### src/rtl/alu_op_sequencer_if.sv
// Handshake and datapath-flag bundle between main control, the ALUOp
// sequencer, and the ALU control decoder.
interface alu_op_sequencer_if;
    logic       start;
    logic [5:0] opcode;
    logic [5:0] funct;
    logic       eq_flag;
    logic       gt_flag;
    logic       lt_flag;
    logic [3:0] alu_op;
    logic       busy;
    logic       done;
    logic       branch_taken;
    logic       illegal;

    modport master (
        output start, opcode, funct, eq_flag, gt_flag, lt_flag,
        input  alu_op, busy, done, branch_taken, illegal
    );

    modport slave (
        input  start, opcode, funct, eq_flag, gt_flag, lt_flag,
        output alu_op, busy, done, branch_taken, illegal
    );
endinterface

### src/rtl/alu_op_sequencer.sv
// Multicycle ALUOp issuer: decodes opcode/funct on accept, steps through one
// or two ALUOp codes, and resolves branches from the datapath compare flags.
//
// state | meaning
// IDLE  | waiting for start; decode latched on accept
// ISSUE | first ALUOp code driven
// AUX   | second code of a two-step shift
// EVAL  | branch code held while flags settle, EVAL_WAIT cycles
// DONE  | one-cycle done pulse, alu_op back to NO_OP
module alu_op_sequencer #(
    parameter int EVAL_WAIT = 1
) (
    input  logic             clk,
    input  logic             reset,
    alu_op_sequencer_if.slave bus
);
    typedef enum logic [2:0] {IDLE, ISSUE, AUX, EVAL, DONE} state_t;

    localparam logic [3:0] OP_NO   = 4'h0, OP_ADD  = 4'h1, OP_SUB = 4'h2, OP_AND = 4'h3;
    localparam logic [3:0] OP_SL1  = 4'h5, OP_SL2  = 4'h6, OP_SR  = 4'h7;
    localparam logic [3:0] OP_SRA1 = 4'h8, OP_SRA2 = 4'h9, OP_SLTI = 4'hA;
    localparam logic [3:0] OP_BEQ  = 4'hB, OP_BNE  = 4'hC, OP_BLE = 4'hD, OP_BGT = 4'hE;
    localparam logic [3:0] OP_LUI  = 4'hF;
    localparam logic [2:0] EVAL_CNT_INIT = 3'(EVAL_WAIT - 1);

    state_t     state, state_nxt;
    logic [3:0] first_code, second_code;
    logic       two_step, is_branch;
    logic [2:0] eval_cnt;
    logic       taken_r, illegal_r;

    logic [3:0] dec_first, dec_second;
    logic       dec_two, dec_branch, dec_illegal;
    logic       taken_now;
    logic [3:0] alu_op_c;

    always_comb begin
        dec_first   = OP_NO;
        dec_second  = OP_NO;
        dec_two     = 1'b0;
        dec_branch  = 1'b0;
        dec_illegal = 1'b0;
        case (bus.opcode)
            6'h00: begin
                case (bus.funct)
                    6'h20: dec_first = OP_ADD;
                    6'h22: dec_first = OP_SUB;
                    6'h24: dec_first = OP_AND;
                    6'h00: begin dec_first = OP_SL1;  dec_second = OP_SL2;  dec_two = 1'b1; end
                    6'h02: dec_first = OP_SR;
                    6'h03: begin dec_first = OP_SRA1; dec_second = OP_SRA2; dec_two = 1'b1; end
                    default: dec_illegal = 1'b1;
                endcase
            end
            6'h08, 6'h23, 6'h2B: dec_first = OP_ADD;
            6'h0A: dec_first = OP_SLTI;
            6'h04: begin dec_first = OP_BEQ; dec_branch = 1'b1; end
            6'h05: begin dec_first = OP_BNE; dec_branch = 1'b1; end
            6'h06: begin dec_first = OP_BLE; dec_branch = 1'b1; end
            6'h07: begin dec_first = OP_BGT; dec_branch = 1'b1; end
            6'h0F: dec_first = OP_LUI;
            default: dec_illegal = 1'b1;
        endcase
    end

    always_comb begin
        taken_now = 1'b0;
        case (first_code)
            OP_BEQ: taken_now = bus.eq_flag;
            OP_BNE: taken_now = ~bus.eq_flag;
            OP_BLE: taken_now = bus.lt_flag | bus.eq_flag;
            OP_BGT: taken_now = bus.gt_flag;
            default: taken_now = 1'b0;
        endcase
    end

    always_ff @(posedge clk) begin
        if (reset) state <= IDLE;
        else       state <= state_nxt;
    end

    always_comb begin
        state_nxt = state;
        case (state)
            IDLE:  if (bus.start) state_nxt = dec_illegal ? DONE : ISSUE;
            ISSUE: state_nxt = two_step ? AUX : (is_branch ? EVAL : DONE);
            AUX:   state_nxt = DONE;
            EVAL:  if (eval_cnt == 3'd0) state_nxt = DONE;
            DONE:  state_nxt = IDLE;
            default: state_nxt = IDLE;
        endcase
    end

    always_comb begin
        alu_op_c = OP_NO;
        case (state)
            ISSUE, EVAL: alu_op_c = first_code;
            AUX:         alu_op_c = second_code;
            default:     alu_op_c = OP_NO;
        endcase
    end

    assign bus.alu_op       = alu_op_c;
    assign bus.busy         = (state != IDLE);
    assign bus.done         = (state == DONE);
    assign bus.branch_taken = taken_r;
    assign bus.illegal      = illegal_r;

    // Decode latch, EVAL down-counter and sticky result flags.
    always_ff @(posedge clk) begin
        if (reset) begin
            first_code  <= OP_NO;
            second_code <= OP_NO;
            two_step    <= 1'b0;
            is_branch   <= 1'b0;
            eval_cnt    <= 3'd0;
            taken_r     <= 1'b0;
            illegal_r   <= 1'b0;
        end else begin
            case (state)
                IDLE: if (bus.start) begin
                    first_code  <= dec_first;
                    second_code <= dec_second;
                    two_step    <= dec_two;
                    is_branch   <= dec_branch;
                    taken_r     <= 1'b0;
                    illegal_r   <= dec_illegal;
                end
                ISSUE: if (is_branch) eval_cnt <= EVAL_CNT_INIT;
                EVAL: begin
                    if (eval_cnt == 3'd0) taken_r <= taken_now;
                    else                  eval_cnt <= eval_cnt - 3'd1;
                end
                default: ;
            endcase
        end
    end
endmodule

### src/flat_wrapper.sv
// flat-port wrapper written by rule: the top's interface ports become plain ports
module alu_op_sequencer_flat 
#(
    parameter int EVAL_WAIT = 1
)
  (clk, reset, bus_start, bus_opcode, bus_funct, bus_eq_flag, bus_gt_flag, bus_lt_flag, bus_alu_op, bus_busy, bus_done, bus_branch_taken, bus_illegal);
  alu_op_sequencer_if bus_i ();
  input  logic clk;
  input  logic reset;
  input wire logic [$bits(bus_i.start)-1:0] bus_start;
  input wire logic [$bits(bus_i.opcode)-1:0] bus_opcode;
  input wire logic [$bits(bus_i.funct)-1:0] bus_funct;
  input wire logic [$bits(bus_i.eq_flag)-1:0] bus_eq_flag;
  input wire logic [$bits(bus_i.gt_flag)-1:0] bus_gt_flag;
  input wire logic [$bits(bus_i.lt_flag)-1:0] bus_lt_flag;
  output wire logic [$bits(bus_i.alu_op)-1:0] bus_alu_op;
  output wire logic [$bits(bus_i.busy)-1:0] bus_busy;
  output wire logic [$bits(bus_i.done)-1:0] bus_done;
  output wire logic [$bits(bus_i.branch_taken)-1:0] bus_branch_taken;
  output wire logic [$bits(bus_i.illegal)-1:0] bus_illegal;
  assign bus_i.start = bus_start;
  assign bus_i.opcode = bus_opcode;
  assign bus_i.funct = bus_funct;
  assign bus_i.eq_flag = bus_eq_flag;
  assign bus_i.gt_flag = bus_gt_flag;
  assign bus_i.lt_flag = bus_lt_flag;
  assign bus_alu_op = bus_i.alu_op;
  assign bus_busy = bus_i.busy;
  assign bus_done = bus_i.done;
  assign bus_branch_taken = bus_i.branch_taken;
  assign bus_illegal = bus_i.illegal;
  alu_op_sequencer #(.EVAL_WAIT(EVAL_WAIT)) u_core (.clk(clk), .reset(reset), .bus(bus_i));
endmodule
### config.mk
export PLATFORM = sky130hd
export DESIGN_NAME = alu_op_sequencer_flat
export DESIGN_NICKNAME = d
export VERILOG_FILES = /design/src/rtl/alu_op_sequencer_if.sv /design/src/rtl/alu_op_sequencer.sv /design/src/flat_wrapper.sv
export SDC_FILE = /design/constraint.sdc
export NUM_CORES = 1
export LEC_CHECK = 0
export BUFFER_PORTS_ARGS = -buffer_cell sky130_fd_sc_hd__buf_2
export CAP_MARGIN = 30
export CELL_PAD_IN_SITES_DETAIL_PLACEMENT = 0
export CELL_PAD_IN_SITES_GLOBAL_PLACEMENT = 1
export CORE_MARGIN = 8
export CORE_UTILIZATION = 25
export CTS_BUF_LIST = sky130_fd_sc_hd__clkbuf_16
export CTS_CLUSTER_DIAMETER = 80
export DETAILED_ROUTE_END_ITERATION = 6
export PLACE_DENSITY_LB_ADDON = 0.25
export SLEW_MARGIN = 20
export SYNTH_ARGS = -nofsm -noshare
export SYNTH_HDL_FRONTEND = slang
export SYNTH_SLANG_ARGS = --single-unit
### constraint.sdc
create_clock -name clk -period 2.6 [get_ports clk]
set_input_delay 0.39 -clock clk [delete_from_list [all_inputs] [get_ports clk]]
set_output_delay 0.39 -clock clk [all_outputs]
set_load 0.005 [all_outputs]
Yosys cells after proc, flatten, opt, wreduce, memory -nomap -nowiden
Index checks and enable logic that the tools add are counted.
{ "word_totals": {"regBits": 18, "latchBits": 0, "ramBits": 0, "mem_bits_ro": 0, "inputBits": 18, "out_inout_bits": 8, "wordCells": 77, "memories": 0} }
{ "classes": {"add_sub_neg": 1, "multipliers": 0, "div_mod_pow": 0, "n_lt_le_gt_ge": 0, "eq_ne": 26, "n_shift": 0, "mux": 23, "bitwise_logic": 2, "n_reduce_logical": 17} }
{ "ops": {"columns": ["cell", "n"], "rows": [
  ["$pmux W4 S8", 1],
  ["$eq A6 B6 Y1 const B", 5],
  ["$eq A6 B3 Y1 const B", 4],
  ["$pmux W4 S6", 1],
  ["$mux W3", 7],
  ["$eq A6 B4 Y1 const B", 3],
  ["$eq A4 B4 Y1 const B", 4],
  ["$pmux W4 S2", 2],
  ["$eq A6 B2 Y1 const B", 2],
  ["$logic_not A6 Y1", 2],
  ["$pmux W3 S4", 1],
  ["$reduce_or A9 Y1", 1],
  ["$eq A3 B2 Y1 const B", 2],
  ["$logic_not A3 Y1", 2],
  ["$mux W1", 6],
  ["$pmux W3 S2", 1],
  ["$reduce_and A3 Y1", 2],
  ["$reduce_or A6 Y1", 1],
  ["$mux W4", 1],
  ["$ne A2 B1 Y1 const B", 2],
  ["$ne A2 B2 Y1 const B", 2],
  ["$pmux W1 S2", 2],
  ["$pmux W1 S4", 1],
  ["$reduce_and A2 Y1", 2],
  ["other kinds (10)", 12]
]} }

Depth between registers and ports, before layout
Gate-level depths: netlist (run 1).
{ "logic_depth": {"depth_word": 7, "ltp_mapped": 8, "depth_no_buf": 8} }

Worst setup path after synthesis (run 1)
Ideal clock, no wire load.
{ "synth_path": {"path_kind": "in2reg", "startpoint": "in bus_opcode[1]", "endpoint": "reg u_core.state[2]", "setup_time_ns": 0.103, "t_arrival_ns": 1.475, "t_required_ns": 2.497, "path_slack_ns": 1.021, "stages": 6, "n_path_buf": 1, "path_cell_list": "buf_6 and3_4 o21bai_4 a211oi_4 o21ai_2 a2111oi_2"} }
{ "synth_via": {"elab_chain_cells": 6, "elab_cells_between_ends": 15, "classes_between": "eq/ne (9); mux (4); reduce/logical (2)"} }
{ "synth_rtl": {"columns": ["item", "line_no", "text"], "rows": [
  ["from (decl)", "flat_wrapper.sv:11", "input wire logic [$bits(bus_i.opcode)-1:0] bus_opcode;"],
  ["$eq A6 B4 Y1, or another cell as far along", "alu_op_sequencer.sv:43", "case (bus.opcode)"],
  ["$reduce_or A9 Y1 (no line)", null, null],
  ["$pmux W1 S2 *", "alu_op_sequencer.sv:43", null],
  ["$mux W3 * (2 in series)", "alu_op_sequencer.sv:85", "IDLE: if (bus.start) state_nxt = dec_illegal ? DONE : ISSUE;"],
  ["$pmux W3 S4 *", "alu_op_sequencer.sv:84", "case (state)"],
  ["to (signal assigned)", "alu_op_sequencer.sv:79", "else state <= state_nxt;"],
  ["to (decl)", "alu_op_sequencer.sv:26", "state_t state, state_nxt;"]
]} }
Every way passes the cells marked *; elsewhere a longest branch is shown, timed or not. The select of a mux whose other input is x is not followed.
A chain may end at the register's enable or synchronous reset.

Worst setup path after layout (run 1)
{ "layout_path": {"startpoint": "reg u_core.state[1]", "endpoint": "out bus_alu_op[1]"} }
{ "layout_via": {"elab_chain_cells": 3, "elab_cells_between_ends": 5, "classes_between": "eq/ne (3); mux (1); reduce/logical (1)"} }
{ "layout_rtl": {"columns": ["item", "line_no", "text"], "rows": [
  ["$eq A3 B1 Y1 / $eq A3 B2 Y1 (equally long branches)", "alu_op_sequencer.sv:96", "case (state)"],
  ["$reduce_or A2 Y1", "alu_op_sequencer.sv:96", null],
  ["$pmux W4 S2 *", "alu_op_sequencer.sv:96", null],
  ["to (decl)", "flat_wrapper.sv:16", "output wire logic [$bits(bus_i.alu_op)-1:0] bus_alu_op;"]
]} }
Every way passes the cells marked *; elsewhere a longest branch is shown, timed or not.

==> results of run 1 <==
synth_stat cells (all sizes together), types with 2 or more instances:
library cell,n,area (µm²)
a211oi,3,35.0
a21oi,14,70.1
a311oi,2,17.5
and2,2,12.5
and3,3,23.8
buf,7,53.8
clkbuf,3,12.5
dfxtp,16,320
ha,2,25.0
inv,4,15.0
mux2i,2,20.0
nand2,18,67.6
nand2b,5,31.3
nand3,3,15.0
nor2,19,71.3
nor2b,4,25.0
nor3,9,55.1
o21a,2,15.0
o21ai,9,48.8
o311a,2,20.0
power groups by stage:
| stage | registers [mW] | logic (mW) | clock network, mW |
|---|---|---|---|
| floorplan | 0.258 | 0.0649 | 0 |
| global placement | 0.262 | 0.0874 | 0 |
| detailed placement | 0.262 | 0.0882 | 0 |
| CTS | 0.257 | 0.0888 | 0.310 |
| global route | 0.257 | 0.0979 | 0.326 |
| finish | 0.257 | 0.0883 | 0.305 |
area by class of cell:
type	count	area, µm²	share of cell area
Clock buffer	3	75.1	0.0570
Clock inverter	1	3.75	0.00285
Inverter	4	15.0	0.0114
Multi-Input combinational cell	116	713	0.541
Sequential cell	16	320	0.243
Tap cell	52	65.1	0.0494
Timing Repair Buffer	25	125	0.0950
cells by family after synthesis:
kind of cell / share of synthesized area
AO/OA/AOI/OAI: 0.273
XOR/XNOR: 0.0157
adder cells (fa/ha/maj): 0.0224
buffers and inverters: 0.0729
flip-flops: 0.287
multiplexers: 0.0180
AND/OR/NAND/NOR: 0.311
critical path, cell delays in order (launching register included):
cell     delay [ns]
dfxtp_1        0.49
nor2b_1        0.21
nand2_1        0.09
a21oi_1        0.13
buf_2          0.13
how the worst max path moves through the flow:
stage	endpoint	start
floorplan	u_core.state[2]	bus_opcode[1]
global placement	u_core.state[2]	bus_opcode[3]
detailed placement	u_core.state[2]	bus_opcode[3]
CTS	bus_alu_op[2]	u_core.state[1]
global route	u_core.eval_cnt[0]	u_core.eval_cnt[0]
finish	bus_alu_op[1]	u_core.state[1]
routing by layer:
metal / GRT usage / up-vias / part of all wire
li1: - / 563 / -
met3: 0.0183 / 5 / 0.076
met2: 0.130 / 37 / 0.42
met1: 0.114 / 478 / 0.48
met5: 0 / - / 0
met4: 0.0414 / 0 / 0.022
per-stage QoR:
stage	hold slack [ns]	utilization	std cells	area, µm²
after floorplan	0.425	-	146	1110
after detailed placement	0.469	0.286	213	1240
after CTS	0.443	0.305	217	1320
after global placement	0.469	0.286	213	1240
final	0.450	0.305	217	1320
after global routing	0.466	0.305	217	1320
sequential cells by signal (all words and copies together), names as in the netlist:
signal	count
u_core.first_code	4
u_core.eval_cnt	3
u_core.state	3
u_core.second_code	2
u_core.bus.branch_taken	1
u_core.bus.illegal	1
u_core.is_branch	1
u_core.two_step	1
==> results.tsv, run 1 <==
stage	metric	value	unit
clocking	CTS Buf Count	3	
power_and_ir_drop	peak supply drop	0.194	mV
logic_synthesis	Mapped Area	1110	µm²
logic_synthesis	Top FF cell, synth	dfxtp_1	
placed_design	global placement routability congestion	0.729	
power_and_ir_drop	combinational group share of total power	0.136	
route	DR iter-0 viols	90	
clocking	Worst-path clk slew	0.05	ns
die	Die X	82.8	µm
global_routing	initial antenna violation count	0	
flow_run	max-cap violation count	0	
die	Initial Util	0.258	
placed_design	post-DP HPWL	2.29	mm
die	Die ar.	6850	µm²
hold_path	worst hold path depth	3	
global_routing	first-pass GRT wire length	4.55	mm
logic_synthesis	EDFF count, synth	0	
die	die height	82.8	µm
setup_path	Worst setup SP type	flip-flop	
logic_synthesis	asr flop ratio synth	0	
final_layout	commonest non-fill, non-tap cells in the layout	buf_2, nor2_1, nand2_1, dfxtp_1, a21oi_1	
status	status	completed	
setup_path	Worst R2R Path Depth	8	
setup_path	Crit Path Category	flip-flop to primary output	
die	num rows	24	
sta	final setup margin	0.913	ns
sta	Tmin final	1.69	ns
placed_design	I/O Buffers	25	
setup_path	Crit path arrival time	1.30	ns
global_routing	largest net degree at the start of global routing	15	
sta	Worst slew margin	0.599	
global_routing	grt total ovfl	0	
final_layout	antenna fix cells	0	
setup_path	R2R Setup Slk	1.00	ns
placed_design	pre-CTS setup slack	0.785	ns
die	core region area	4320	µm²
clocking	clk sinks	16	
global_routing	Tot GR Track Use	0.0863	
clocking	CTS root buf	clkbuf_16	
hold_path	Worst Hold Launch	bus_start	
sta	RSZ-0062 raised after global routing	no	
route	vias	1083	
clocking	postcts setup bufs	0	
power_and_ir_drop	Power Total	650	µW
power_and_ir_drop	Internal	491	µW
sta	Final Hold Fails	0	
setup_path	WP data required	2.21	ns
sta	Slew @ Worst Pin	0.595	ns
clocking	Clock Latency Late Sink	0.25	ns
power_and_ir_drop	net switching power	159	µW
hold_path	Min-Delay Endpoint	u_core.state[2]	
final_layout	commonest non-fill, non-tap cell in the layout	buf_2	
power_and_ir_drop	sw frac	0.244	
setup_path	Worst Setup End Kind	primary output	
die	Top-Level Pins	26	
final_layout	Synth-to-Final Area Change	18.2	%
setup_path	reg2reg start	u_core.eval_cnt[0]	
final_layout	share of post-route cells with drive strength above 1	0.224	
global_routing	vias in the first global route	978	
final_layout	Layout Nets	186	
route	drt wl/cell	13.2	µm
clocking	Clock Path Buffers	2	
logic_synthesis	post-synthesis sequential area ratio	0.287	
logic_synthesis	Post-Syn Instances	146	
sta	max-slew violation count	0	
power_and_ir_drop	Pleak	0.509	nW
clocking	CTS tree	yes	
route	Antenna Nets Post-Route	0	
logic_synthesis	Distinct cells, synth	44	
sta	crit share post-route	0.649	
clocking	H-tree levels	1	
route	vias per cell	4.99	
power_and_ir_drop	Power Density	493	nW/µm²
sta	fmax	593	MHz
sta	Final TNS setup	0	ns
hold_path	Hold Path Class	primary input to flip-flop	
setup_path	crit path max fanout	10	
route	router iterations before antenna repair	4	
logic_synthesis	Ys Warns	0	
sta	skew final	0.00279	ns
logic_synthesis	Post-Syn Nets	166	
clocking	post-CTS sizing	0	
final_layout	# fillers	477	
power_and_ir_drop	Flop pwr share	0.395	
route	final wirelength	2.86	mm
logic_synthesis	Mapped Avg Cell Area	7.64	µm²
clocking	# hold bufs at CTS	0	
route	DRC viols	0	
sta	final number of setup-violating endpoints	0	
power_and_ir_drop	Clk network pwr share	0.469	
logic_synthesis	post-synthesis register bit count	16	
setup_path	r2r endpoint	u_core.eval_cnt[1]	
(Power assumes the default switching activity.)
==> run 2, diff against run 1 <==
- clock period: 2.6 -> 1.4 ns (I/O delays scaled with it)
==> run 2 against run 1 <==
- the flow now finishes with violations (setup timing)
- count of clock-buffer cells in the layout is the same
- design area grew 22%
- register-to-register slack got worse by 1.0 ns
- core utilization increased by 6.6 points
- non-clock buffer count increased by 26
- wire length is 16% higher
==> results.tsv, run 2 (synthesis gave the netlist of run 1 again) <==
stage	metric	value	unit	change
final_layout	Largest register FFs	4		unchanged
clocking	clk sinks	16		unchanged
final_layout	share of post-route cells with drive strength above 1	0.414		+0.189
setup_path	Crit path arrival time	1.63	ns	+0.33 ns
clocking	Worst-path clk slew	0.05	ns	about the same
flow_run	max-cap violation count	0		unchanged
final_layout	Synth-to-Final Area Change	43.9	%	
placed_design	pre-CTS setup slack	-0.139	ns	-0.924 ns
setup_path	WP data required	1.58	ns	-0.63 ns
final_layout	Top Registers	u_core.first_code (4), u_core.eval_cnt (3), u_core.state (3)		
sta	final setup margin	-0.0458	ns	-0.959 ns
power_and_ir_drop	Pleak	0.650	nW	+28%
sta	final number of setup-violating endpoints	4		+4
setup_path	R2R Setup Slk	-0.05	ns	-1.05 ns
clocking	CTS tree	yes		
sta	Final Hold Fails	0		unchanged
placed_design	I/O Buffers	25		unchanged
sta	max-slew violation count	0		unchanged
global_routing	vias in the first global route	1184		+21%
route	DR iter-0 viols	61		-32%
status	status	finished, violations left		
route	vias	1213		+12%
sta	Worst slew margin	0.649		+0.0493
setup_path	Crit path top cell by count	ha_4		
power_and_ir_drop	Clk network pwr share	0.450		-0.019
setup_path	crit-path max cell delay	0.33	ns	-0.16 ns
sta	skew final	0.00211	ns	-0.000679 ns
sta	Slew @ Worst Pin	0.525	ns	-0.0708 ns
global_routing	initial antenna violation count	0		unchanged
setup_path	Worst setup SP type	flip-flop		
route	drt wl/cell	13.6	µm	+3.2%
route	final wirelength	3.30	mm	+16%
die	Top-Level Pins	26		unchanged
power_and_ir_drop	peak supply drop	0.340	mV	+75%
sta	RSZ-0062 raised after global routing	yes		
clocking	# hold bufs at CTS	0		unchanged
hold_path	Hold Path Class	primary input to flip-flop		
final_layout	Reg with most FFs	u_core.first_code		
power_and_ir_drop	Power Density	781	nW/µm²	+58%
placed_design	post-DP HPWL	2.64	mm	+15%
clocking	H-tree levels	1		unchanged
setup_path	Worst Setup End Kind	flip-flop		
route	vias per cell	4.99		about the same
global_routing	Tot GR Track Use	0.100		+0.0142
clocking	CTS root buf	clkbuf_16		
die	core region area	4320	µm²	unchanged
die	Die ar.	6850	µm²	unchanged
sta	Tmin final	1.45	ns	
clocking	Clock Latency Late Sink	0.25	ns	about the same
power_and_ir_drop	Flop pwr share	0.375		-0.020
power_and_ir_drop	net switching power	307	µW	+93%
power_and_ir_drop	sw frac	0.245		+0.000759
die	num rows	24		unchanged
die	Die X	82.8	µm	unchanged
route	router iterations before antenna repair	4		unchanged
power_and_ir_drop	Power Total	1.25	mW	+93%
power_and_ir_drop	Internal	946	µW	+93%
final_layout	antenna fix cells	0		unchanged
power_and_ir_drop	combinational group share of total power	0.176		+0.040
setup_path	CP cell instances	inv_2 -> ha_4 -> ha_4 -> nand2_4 -> o211ai_1 -> nor3_1 -> a21oi_1 -> nor2_1		
placed_design	global placement routability congestion	0.763		+4.6%
die	Initial Util	0.258		unchanged
global_routing	first-pass GRT wire length	5.40	mm	+19%
sta	crit share post-route	1.03		
setup_path	Critical-path top delay cell	dfxtp_2		
clocking	CTS Buf Count	3		unchanged
clocking	Clock Path Buffers	2		unchanged
route	DRC viols	0		unchanged
final_layout	commonest non-fill, non-tap cells in the layout	buf_2, buf_4, nor2_1, nand2_1, dfxtp_1		
status	failing checks	setup timing		
die	die height	82.8	µm	unchanged
route	Antenna Nets Post-Route	0		unchanged
setup_path	crit path max fanout	7		-3
global_routing	grt total ovfl	0		unchanged
sta	fmax	692	MHz	
setup_path	Crit Path Category	flip-flop to flip-flop		
final_layout	Layout Nets	212		+14%
global_routing	largest net degree at the start of global routing	15		unchanged
run 2: cell count changes in the layout (fill, tap and decap cells not counted), moves of 3 or more:
cell	change
a21oi_1	-4
a21oi_2	+4
buf_4	+25
dfxtp_1	-4
nand2_1	-3
run 2: metal layers:
layer,global-route usage,vias to the layer above,share of wire
met5,0,-,0
met1,0.123,557,0.45
met2,0.167,34,0.46
met3,0.0172,5,0.068
met4,0.0466,0,0.019
li1,-,617,-
run 2: through the flow:
stage               std cells  utilization  hold WS [ns]  cell area, µm²  setup TNS (ns)
global placement          237        0.329         0.461            1420          -0.453
finish                    243        0.371         0.252            1600          -0.145
floorplan                 146            -         0.286            1120               0
CTS                       242        0.355         0.253            1540          -0.358
global route              243        0.371         0.257            1600           -1.24
detailed placement        237        0.329         0.459            1420          -0.695
run 2: repair_timing:
| action | in CTS | in global routing |
|---|---|---|
| setup buffers | 1 | 1 |
| pin swaps | 10 | 9 |
| resized for setup | 8 | 15 |
| setup endpoints to repair | 11 | 19 |
run 2: power by group through the flow:
stage / sequential [mW] / combinational, mW / clock [mW]
2_1_floorplan: 0.479 / 0.121 / 0
3_3_place_gp: 0.482 / 0.208 / 0
3_5_place_dp: 0.482 / 0.212 / 0
4_1_cts: 0.472 / 0.212 / 0.576
5_1_grt: 0.470 / 0.241 / 0.602
6_report: 0.469 / 0.220 / 0.563
run 2: layout make-up:
type                            instances  area (µm²)
Multi-Input combinational cell        116         791
Fill cell                             481        2720
Inverter                                4        15.0
Clock buffer                            3        75.1
Tap cell                               52        65.1
Clock inverter                          1        3.75
Sequential cell                        16         330
Timing Repair Buffer                   51         324
run 2: worst max-delay path, delay by kind of cell, from the launching register on:
kind                       cells  cell delay, ns
AOI/OAI and AO/OA              2            0.28
and+or+nand+nor                3            0.43
adders and majority gates      2            0.31
buffers and inverters          1            0.04
DFF                            1            0.33
run 2: worst paths after layout:
path	startpoint	to	cells after the start
setup / recovery	u_core.eval_cnt[1]	u_core.eval_cnt[2]	8
hold / removal	bus_start	u_core.state[2]	3
setup reg to reg	u_core.eval_cnt[1]	u_core.eval_cnt[2]	8
hold reg to reg	u_core.first_code[3]	u_core.first_code[3]	2
==> run 3, diff against run 2 <==
- SETUP_SLACK_MARGIN: unset -> 0.02
==> run 3 against run 2 <==
- the run still ends with setup timing left
- clock skew is essentially flat
- first-iteration DRC count is 21% lower
- worst hold slack better by 0.014 ns
- critical path depth did not move
- die area stayed put
- largest power group unchanged
- critical endpoint is now u_core.eval_cnt[1]
- clock power down 3%
- via count up 0.25%
- non-clock buffer count grew 8
==> results.tsv, run 3 (synthesis gave the netlist of run 1 again) <==
stage	metric	value	unit	change
status	status	finished, violations left		
status	failing checks	setup timing		
die	Initial Util	0.258		unchanged
clocking	Worst-path clk slew	0.05	ns	about the same
setup_path	R2R Setup Slk	-0.05	ns	about the same
route	vias per cell	4.84		-2.9%
clocking	CTS root buf	clkbuf_16		
placed_design	I/O Buffers	25		unchanged
global_routing	Tot GR Track Use	0.0949		-0.00555
sta	Hold Worst Slack	0.266	ns	+0.0140 ns
power_and_ir_drop	Pleak	0.697	nW	+7.2%
sta	Final Hold Fails	0		unchanged
route	DR iter-0 viols	48		-21%
hold_path	Hold Path Class	primary input to flip-flop		
final_layout	Layout Nets	220		+3.8%
sta	final setup margin	-0.0546	ns	-0.00872 ns
hold_path	worst hold path depth	3		unchanged
sta	Tmin final	1.45	ns	+0.00872 ns
final_layout	Largest register FFs	4		unchanged
clocking	clk sinks	16		unchanged
sta	final number of setup-violating endpoints	3		-1
route	vias	1216		+0.25%
setup_path	Worst setup SP type	flip-flop		
sta	Final TNS setup	-0.137	ns	+0.00823 ns
clocking	CTS Buf Count	3		unchanged
die	core region area	4320	µm²	unchanged
die	Die ar.	6850	µm²	unchanged
placed_design	post-placement cell count	240		+1.3%
route	drt wl/cell	12.8	µm	-5.6%
final_layout	Synth-to-Final Area Change	49.6	%	
clocking	Clock Path Buffers	2		unchanged
setup_path	WP data required	1.52	ns	-0.06 ns
setup_path	Worst R2R Path Depth	8		unchanged
power_and_ir_drop	Power Density	748	nW/µm²	-4.2%
final_layout	Reg with most FFs	u_core.first_code		
sta	crit share post-route	1.04		+0.00623
global_routing	vias in the first global route	1154		-2.5%
setup_path	crit path max fanout	6		-1
clocking	H-tree levels	1		unchanged
final_layout	antenna fix cells	0		unchanged
placed_design	dpl cell area	1450	µm²	+1.8%
setup_path	Crit Path Category	flip-flop to flip-flop		
global_routing	largest net degree at the start of global routing	15		unchanged
route	DRC viols	0		unchanged
final_layout	final instance area	1670	µm²	+4.0%
global_routing	first-pass GRT wire length	5.02	mm	-6.9%
setup_path	Crit path arrival time	1.57	ns	-0.06 ns
sta	max-slew violation count	0		unchanged
setup_path	r2r endpoint	u_core.eval_cnt[1]		
hold_path	Worst Hold Launch	bus_start		
route	router iterations before antenna repair	4		unchanged
power_and_ir_drop	peak supply drop	0.329	mV	-3.2%
setup_path	reg2reg start	u_core.eval_cnt[1]		
flow_run	max-cap violation count	0		unchanged
clocking	# hold bufs at CTS	0		unchanged
die	num rows	24		unchanged
final_layout	share of post-route cells with drive strength above 1	0.447		+0.0336
placed_design	global placement routability congestion	0.744		-2.4%
clocking	Clock Latency Late Sink	0.24	ns	about the same
final_layout	commonest non-fill, non-tap cell in the layout	buf_4		
route	final wirelength	3.22	mm	-2.5%
sta	Worst slew margin	0.685		+0.0367
die	Top-Level Pins	26		unchanged
final_layout	fin cells	251		+3.3%
sta	Slew @ Worst Pin	0.470	ns	-0.0548 ns
setup_path	Worst Setup End Kind	flip-flop		
global_routing	initial antenna violation count	0		unchanged
sta	skew final	0.00218	ns	+0.0000605 ns
final_layout	commonest non-fill, non-tap cells in the layout	buf_4, buf_2, nor2_1, nand2_1, dfxtp_1		
final_layout	Top Registers	u_core.first_code (4), u_core.eval_cnt (3), u_core.state (3)		
final_layout	# fillers	457		-5.0%
sta	fmax	687	MHz	-0.60%
hold_path	Min-Delay Endpoint	u_core.state[2]		
route	Antenna Nets Post-Route	0		unchanged
clocking	CTS tree	yes		
global_routing	grt total ovfl	0		unchanged
die	die height	82.8	µm	unchanged
sta	RSZ-0062 raised after global routing	yes		
die	Die X	82.8	µm	unchanged
placed_design	post-DP HPWL	2.50	mm	-5.2%
run 3: cell types whose count changed in the layout (fill, tap and decap cells not counted), sizes merged:
| cell | delta |
|---|---|
| buf | +8 |
run 3: report_power, final:
group / total (mW) / switching, mW / internal, mW
Sequential: 0.470 / 0.00805 / 0.462
Combinational: 0.230 / 0.113 / 0.116
Clock: 0.548 / 0.170 / 0.378
run 3: worst max-delay path, cell delays in order, from the launching register on:
cell and delay, ns:
dfxtp_2 0.33, inv_2 0.05, ha_4 0.15, ha_4 0.16, nand2_4 0.06, o211ai_1 0.19, buf_4 0.21, a21oi_1 0.13
nor2_1 0.05
run 3: how the worst max path moves through the flow:
stage,from,end,cells past startpoint
detailed placement,u_core.eval_cnt[1],u_core.eval_cnt[1],8
global placement,bus_opcode[2],u_core.first_code[1],7
finish,u_core.eval_cnt[1],u_core.eval_cnt[1],8
floorplan,u_core.eval_cnt[0],u_core.bus.branch_taken,6
global route,u_core.eval_cnt[0],u_core.eval_cnt[1],8
CTS,u_core.eval_cnt[1],u_core.eval_cnt[1],8
run 3: layout make-up:
type / count / area, µm² / area share
clock buffers: 3 / 75.1 / 0.0450
clock inverters: 1 / 3.75 / 0.00225
inverters: 4 / 15.0 / 0.00900
multi-input cells: 116 / 786 / 0.471
flip-flops and latches: 16 / 330 / 0.198
well taps: 52 / 65.1 / 0.0390
repair buffers: 59 / 393 / 0.236
run 3: what timing repair did:
action,CTS,global route
buffers inserted,1,6
gates resized for setup,10,12
pin swaps,11,9
endpoints found under the setup margin,12,20
run 3: through the flow:
stage / worst slack (ns) / util / power [mW]
CTS: -0.0597 / 0.363 / 1.25
finish: -0.0546 / 0.386 / 1.25
global route: -0.152 / 0.386 / 1.31
global placement: -0.0549 / 0.335 / 0.700
detailed placement: -0.114 / 0.335 / 0.702
floorplan: 0.0282 / - / 0.599
run 3: routing by layer:
layer,wire length (µm),track usage,up-vias
li1,-,-,633
met1,1510,0.120,558
met2,1510,0.151,23
met3,163,0.0237,2
met4,34,0.0362,0
met5,0,0,-
